$ cat src/rtl/serial_frame_rx.sv
// Serial frame receiver: start bit, WIDTH data bits MSB first, optional even parity, stop bit.
// Received words go out through a valid/ready port, with parity, framing and overrun status.
module serial_frame_rx #(
  parameter int WIDTH     = 4,
  parameter bit PARITY_EN = 1'b1
) (
  input  logic             clk,
  input  logic             reset,
  input  logic             serial_in,
  input  logic             bit_en,
  input  logic             out_ready,
  input  logic             clear_err,
  output logic [WIDTH-1:0] out_data,
  output logic             out_valid,
  output logic             parity_err,
  output logic             frame_err,
  output logic             overrun,
  output logic             busy
);

  typedef enum logic [1:0] {S_IDLE, S_DATA, S_PARITY, S_STOP} state_t;

  localparam int CNT_W = $clog2(WIDTH + 1);
  localparam logic [CNT_W-1:0] LAST_BIT = CNT_W'(WIDTH - 1);

  state_t           r_state;
  state_t           w_next_state;
  logic [CNT_W-1:0] r_cnt;
  logic [WIDTH-1:0] r_shift;
  logic [WIDTH-1:0] w_shift_next;
  logic             r_par;
  logic             r_mis;
  logic [WIDTH-1:0] r_out_data;
  logic             r_out_valid;
  logic             r_parity_err;
  logic             r_frame_err;
  logic             r_overrun;

  generate
    if (WIDTH == 1) begin : g_shift1
      assign w_shift_next = serial_in;
    end else begin : g_shiftn
      assign w_shift_next = {r_shift[WIDTH-2:0], serial_in};
    end
  endgenerate

  always_ff @(posedge clk) begin
    if (reset) r_state <= S_IDLE;
    else       r_state <= w_next_state;
  end

  always_comb begin
    w_next_state = r_state;
    if (bit_en) begin
      case (r_state)
        S_IDLE:   if (!serial_in) w_next_state = S_DATA;
        S_DATA:   if (r_cnt == LAST_BIT) w_next_state = PARITY_EN ? S_PARITY : S_STOP;
        S_PARITY: w_next_state = S_STOP;
        S_STOP:   w_next_state = S_IDLE;
        default:  w_next_state = S_IDLE;
      endcase
    end
  end

  always_comb begin
    busy = (r_state != S_IDLE);
  end

  // Delivery: a new word wins over acceptance on the same edge; overrun set wins over clear.
  always_ff @(posedge clk) begin
    if (reset) begin
      r_cnt        <= '0;
      r_shift      <= '0;
      r_par        <= 1'b0;
      r_mis        <= 1'b0;
      r_out_data   <= '0;
      r_out_valid  <= 1'b0;
      r_parity_err <= 1'b0;
      r_frame_err  <= 1'b0;
      r_overrun    <= 1'b0;
    end else begin
      r_frame_err <= 1'b0;
      if (clear_err) r_overrun <= 1'b0;
      if (r_out_valid && out_ready) r_out_valid <= 1'b0;
      if (bit_en) begin
        case (r_state)
          S_IDLE: begin
            if (!serial_in) begin
              r_cnt <= '0;
              r_par <= 1'b0;
            end
          end
          S_DATA: begin
            r_shift <= w_shift_next;
            r_cnt   <= r_cnt + 1'b1;
            r_par   <= r_par ^ serial_in;
          end
          S_PARITY: r_mis <= r_par ^ serial_in;
          S_STOP: begin
            if (serial_in) begin
              r_out_data   <= r_shift;
              r_parity_err <= PARITY_EN ? r_mis : 1'b0;
              r_out_valid  <= 1'b1;
              if (r_out_valid && !out_ready) r_overrun <= 1'b1;
            end else begin
              r_frame_err <= 1'b1;
            end
          end
          default: ;
        endcase
      end
    end
  end

  assign out_data   = r_out_data;
  assign out_valid  = r_out_valid;
  assign parity_err = r_parity_err;
  assign frame_err  = r_frame_err;
  assign overrun    = r_overrun;

endmodule

$ cat config.mk
export PLATFORM = sky130hd
export DESIGN_NAME = serial_frame_rx
export DESIGN_NICKNAME = d
export VERILOG_FILES = /design/src/rtl/serial_frame_rx.sv
export SDC_FILE = /design/constraint.sdc
export NUM_CORES = 1
export LEC_CHECK = 0
export BUFFER_PORTS_ARGS = -buffer_cell sky130_fd_sc_hd__buf_2
export CORE_UTILIZATION = 30
export CTS_CLUSTER_DIAMETER = 200
export DETAILED_ROUTE_END_ITERATION = 16
export GPL_ROUTABILITY_DRIVEN = 0
export PLACE_DENSITY_LB_ADDON = 0.12
export SYNTH_ARGS = -nofsm -noshare
export SYNTH_HDL_FRONTEND = slang
export SYNTH_SLANG_ARGS = --single-unit
$ cat constraint.sdc
create_clock -name clk -period 2.4 [get_ports clk]
set_input_delay 0.24 -clock clk [delete_from_list [all_inputs] [get_ports clk]]
set_output_delay 0.24 -clock clk [all_outputs]
set_load 0.03 [all_outputs]
==> out/qor.txt, run 1 <==
Chip width -> 55.2 um
Cell row count -> 18
Critical Path Max Stage Delay -> 0.40 ns
Detail Route Antenna Nets -> 0
Post-DP HPWL -> 1.06 mm
Routed vias -> 659
Clock Skews -> 0.00196 ns
Number of diodes -> 0
Avg Cell Area, Syn -> 8.94 um^2
Final WS setup -> 0.789 ns
Total congestion overflow -> 0
Final nets -> 122
Vias per Instance -> 4.78
Die area -> 3050 um^2
Die height -> 55.2 um
Hold Buf Count CTS -> 0
Post-layout minimum cycle time -> 1.61 ns
Synth Cell Area -> 850 um^2
Post-DP Area -> 931 um^2
Reg2Reg Capture Point -> r_state[0]
Buffer depth of the longest clock path -> 2
Critical Path Fanout Max -> 6
Share of cells above drive strength 1 -> 0.167
Pre-CTS WS -> 0.817 ns
Starting density of the core -> 0.331
HP Start -> serial_in
Outcome -> finished, final reports clean
Period Utilization, post-route -> 0.671
First-pass GRT wire length -> 2.59 mm
Initial antenna violation count -> 0
RR Startpoint -> r_state[0]
Syn. warnings -> 0
CTS buffer count -> 3
Setup Fix Bufs, Post-CTS -> 0
Max Cap Violations -> 0
Worst path required time -> 2.64 ns
Cell Pwr Density -> 580 nW/um^2
Syn Inst Count -> 95
TritonCTS clock tree -> built
Worst R2R Setup Slack -> 0.79 ns
Port Buffers -> 14
Starting DRT DRC Count -> 12
Final instance area -> 958 um^2
Worst vdd ir -> 0.000359 V
Root buffer cell -> clkbuf_4
Worst-path clk slew -> 0.11 ns
Router iterations before antenna repair -> 3
Reg2Reg Depth -> 5
Layout area overhead -> 12.8%
CTS resizes -> 0
Total GRT Usage -> 0.108
Core area -> 2570 um^2
Final wirelength -> 1.52 mm
Final setup viols -> 0
Slew HR -> 0.726
Post-synthesis sequential area ratio -> 0.448
Vias in the first global route -> 599
Flop and latch count out of synthesis -> 19
Slowest-stage cell, CP -> dfxtp_1
CTS H-tree lvls -> 1
Synth unique cells -> 23
Pleak -> 0.422 nW
Final Hold Viols -> 0
CP Class -> reg2reg
Critical path capture point type -> flop
Clk_lat worst skew -> 0.29 ns
Hold Crit Endpoint -> frame_err
IO Pins -> 15
RSZ-0062 raised after global routing -> no
Largest net degree at the start of global routing -> 20
Syn nets -> 108
Startpoint types -> flop
Drt wl/cell -> 11.0 um
Cell Chain, Critical Path -> inv_1 > ha_1 > a21bo_1 > or3_1 > a21oi_1
Worst EP arrival -> 1.85 ns
Peak Freq -> 621 MHz
Drt drc -> 0
TritonCTS Sinks -> 19
Hold path depth -> 2
Max Slew Vio Count -> 0
Final TNS setup -> 0 ns
Worst-margin pin slew -> 0.410 ns
Worst hold-check path type -> in2reg
[flip-flops by register name (all words and copies together), names as in the netlist]
signal and count:
parity_err 1, r_state 2, frame_err 1, out_valid 1
overrun 1, r_par 1, r_mis 1, r_shift 4
out_data 4, r_cnt 3
[stage by stage]
stage | cells | power (W) | util | hold slack (ns)
after global routing | 138 | 0.000598 | 0.373 | 0.190
after CTS | 138 | 0.000575 | 0.373 | 0.192
final | 138 | 0.000556 | 0.373 | 0.212
after detailed placement | 134 | 0.000402 | 0.363 | 0.458
after global placement | 134 | 0.000401 | 0.363 | 0.445
after floorplan | 95 | 0.000386 | - | 0.431
[area by class of cell]
type,count,area [um^2]
inverters,5,18.8
flip-flops and latches,19,380
multi-input cells,66,424
clock inverters,1,5.00
repair buffers,14,70.1
fillers,279,1610
well taps,30,37.5
clock buffers,3,22.5
[kinds of logic after synthesis]
logic type	Yosys count	share of synthesized area
mux	5	0.0589
compound gates	22	0.146
flops	19	0.448
xor+xnor	1	0.0103
buf+inv	10	0.0530
simple gates	31	0.181
fa+ha+maj	7	0.103
[cell usage in the layout (no fill, tap or decap), drive strengths merged]
cell,synthesis,final
o21ai,5,5
clkinv,0,1
a311oi,1,1
clkbuf,4,3
nand2b,1,1
o22ai,1,1
nor4,1,1
or3,1,1
ha,7,7
nor2,7,7
nand3b,4,4
nor2b,2,2
a21boi,1,1
nand2,7,7
xnor2,1,1
nand3,6,6
a21oi,12,12
buf,1,14
a31oi,1,1
mux2i,5,5
dfxtp,19,19
a21bo,1,1
nor3,2,2
inv,5,5
[worst max path at each step]
stage,startpoint,to,slack (ns),cells past startpoint
after global placement,r_state[0],r_state[0],0.87,5
after floorplan,r_state[0],r_state[0],0.95,5
after detailed placement,r_state[0],r_state[0],0.82,5
after global routing,r_state[0],busy,0.69,4
after CTS,r_state[0],busy,0.76,4
final,r_state[0],r_state[0],0.79,5
[worst max-delay path, delay by kind of cell, from the launching register on]
family                     cells  cell delay, ns
AOI/OAI and AO/OA              2            0.41
DFF                            1            0.40
and+or+nand+nor                1            0.37
adders and majority gates      1            0.27
buffers and inverters          1            0.10
[per-layer routing]
metal  GRT usage  share of wire
met5           0              0
met4      0.0321         0.0099
met3      0.0515          0.033
met2       0.177           0.46
met1       0.124           0.49
[power by group]
part	switching, W	internal [W]	leakage, nW
logic	0.0000458	0.0000233	0.251
registers	0.00000446	0.000320	0.153
clock network	0.0000999	0.0000620	0.0177
[synthesized netlist by cell type, drive strengths merged]
cell type,number,area share
dfxtp,19,0.45
a21oi,12,0.071
ha,7,0.10
nand2,7,0.031
nor2,7,0.031
nand3,6,0.035
inv,5,0.022
mux2i,5,0.059
o21ai,5,0.029
clkbuf,4,0.018
nand3b,4,0.035
nor2b,2,0.015
nor3,2,0.012
a21bo,1,0.012
a21boi,1,0.0088
a311oi,1,0.010
a31oi,1,0.0074
buf,1,0.013
nand2b,1,0.0074
nor4,1,0.0074
o22ai,1,0.0074
or3,1,0.0074
xnor2,1,0.010
Power figures use the tool's default switching activity.
==> run 2, diff against run 1 <==
Clock period 2.4 ns to 1.4 ns, I/O delays scaled along.
==> out/qor.txt, run 2 (synthesized netlist as in run 1, its figures left out) <==
Hold Buf Count CTS -> 0 (unchanged)
Max Slew Vio Count -> 0 (unchanged)
Critical path's most frequent cell -> buf_6
Final Hold Viols -> 0 (unchanged)
Die height -> 55.2 um (unchanged)
Worst EP arrival -> 1.18 ns (-0.67 ns)
Max Cap Violations -> 0 (unchanged)
Drt wl/cell -> 11.6 um (+4.8%)
Critical Path Fanout Max -> 4 (-2)
Total congestion overflow -> 0 (unchanged)
Pleak -> 0.464 nW (+10%)
Final nets -> 131 (+7.4%)
Worst path required time -> 1.26 ns (-1.38 ns)
CP delay by family, top -> flip-flops
Final core utilization -> 0.416 (+0.0429)
Post-DP Area -> 993 um^2 (+6.7%)
Port Buffers -> 14 (unchanged)
Post-layout minimum cycle time -> 1.32 ns
Wire length on met3 -> 51 um (+2.0%)
Commonest non-fill, non-tap cell in the layout -> dfxtp_1
Buffer depth of the longest clock path -> 2 (unchanged)
Initial antenna violation count -> 0 (unchanged)
Top layer reached by signal wires -> met4
Number of diodes -> 0 (unchanged)
Starting density of the core -> 0.331 (unchanged)
Period Utilization, post-route -> 0.944
Drt drc -> 0 (unchanged)
Vias per Instance -> 4.97 (+4.1%)
Cell Pwr Density -> 954 nW/um^2 (+64%)
Final wirelength -> 1.70 mm (+12%)
Cell Chain, Critical Path -> inv_2 > ha_2 > buf_6 > inv_4 > buf_6
Worst vdd ir -> 0.000404 V (+13%)
Clock Skews -> 0.00163 ns (-0.000329 ns)
Critical Path Max Stage Delay -> 0.38 ns (-0.02 ns)
Die area -> 3050 um^2 (unchanged)
Post-DP HPWL -> 1.24 mm (+17%)
Cell row count -> 18 (unchanged)
Final instance area -> 1070 um^2 (+11%)
TritonCTS Sinks -> 19 (unchanged)
CTS buffer count -> 3 (unchanged)
Share of cells above drive strength 1 -> 0.316 (+0.150)
CP Buf/Inv Count -> 4 (+3)
Most frequent cells in the layout -> dfxtp_1 (17), buf_2 (13), a21oi_1 (11)
Peak Freq -> 757 MHz
First-pass GRT wire length -> 2.99 mm (+15%)
CTS H-tree lvls -> 1 (unchanged)
WL met2 -> 820 um (+16%)
Outcome -> finished, final reports clean
Slowest-stage cell, CP -> dfxtp_4
TritonCTS clock tree -> built
Largest net degree at the start of global routing -> 20 (unchanged)
Clk_lat worst skew -> 0.29 ns (about the same)
Detail Route Antenna Nets -> 0 (unchanged)
Starting DRT DRC Count -> 15 (+3)
Total GRT Usage -> 0.121 (+0.0134)
Metal-1 WL -> 815 um (+8.8%)
Root buffer cell -> clkbuf_4
Critical path capture point type -> primary output
Routed vias -> 731 (+11%)
Pwr Total -> 0.00102 W (+83%)
CP Class -> reg2out
Slew HR -> 0.762 (+0.0358)
Startpoint types -> flop
Worst hold-check path type -> in2reg
Final setup viols -> 0 (unchanged)
Core area -> 2570 um^2 (unchanged)
Chip width -> 55.2 um (unchanged)
Layout area overhead -> 25.8%
IO Pins -> 15 (unchanged)
Worst-path clk slew -> 0.11 ns (about the same)
Worst-margin pin slew -> 0.358 ns (-0.0526 ns)
Router iterations before antenna repair -> 4 (+1)
Vias in the first global route -> 697 (+16%)
==> run 2: changes by cell type in the layout (fill, tap and decap cells not counted), sizes merged <==
cell / delta
buf: +9
==> run 2: worst paths after layout <==
| check | startpoint | endpoint | slack, ns | cells after the start |
|---|---|---|---|---|
| min | serial_in | frame_err | 0.12 | 2 |
| min reg2reg | r_shift[3] | r_shift[3] | 0.47 | 2 |
| max reg2reg | r_state[0] | r_cnt[1] | 0.10 | 7 |
| max | r_state[0] | busy | 0.08 | 5 |
==> run 2: routing by layer <==
metal,vias up,global-route usage
li1,374,-
met1,344,0.139
met2,11,0.219
met3,2,0.0281
met4,0,0.0429
met5,-,0
==> run 2: final cells by class <==
| cell class | count | area [um^2] |
|---|---|---|
| flip-flops and latches | 19 | 385 |
| clock inverters | 1 | 5.00 |
| inverters | 5 | 21.3 |
| well taps | 30 | 37.5 |
| multi-input cells | 66 | 449 |
| repair buffers | 23 | 148 |
| clock buffers | 3 | 22.5 |
| fillers | 271 | 1500 |
==> run 2: per-stage QoR <==
step                      instances  worst slack [ns]  hold WS (ns)  TNS (ns)
final                           147            0.0783         0.124         0
after floorplan                  95            0.0169         0.331         0
after global placement          142            0.0560         0.434         0
after detailed placement        142           0.00348         0.435         0
after global routing            147          -0.00513         0.110  -0.00513
after CTS                       147           0.00594         0.109         0
==> run 2: report_power, final <==
part | switching, W | internal (W) | leakage (nW) | total [W]
Sequential | 0.00000786 | 0.000550 | 0.154 | 0.000558
Clock | 0.000172 | 0.000106 | 0.0177 | 0.000278
Combinational | 0.0000996 | 0.0000836 | 0.292 | 0.000183
Total | 0.000280 | 0.000740 | 0.464 | 0.00102
==> run 2: timing repair <==
item	in CTS	in global routing
setup buffers	1	0
gates resized for setup	4	12
setup endpoints to repair	2	7
pin swaps	0	4
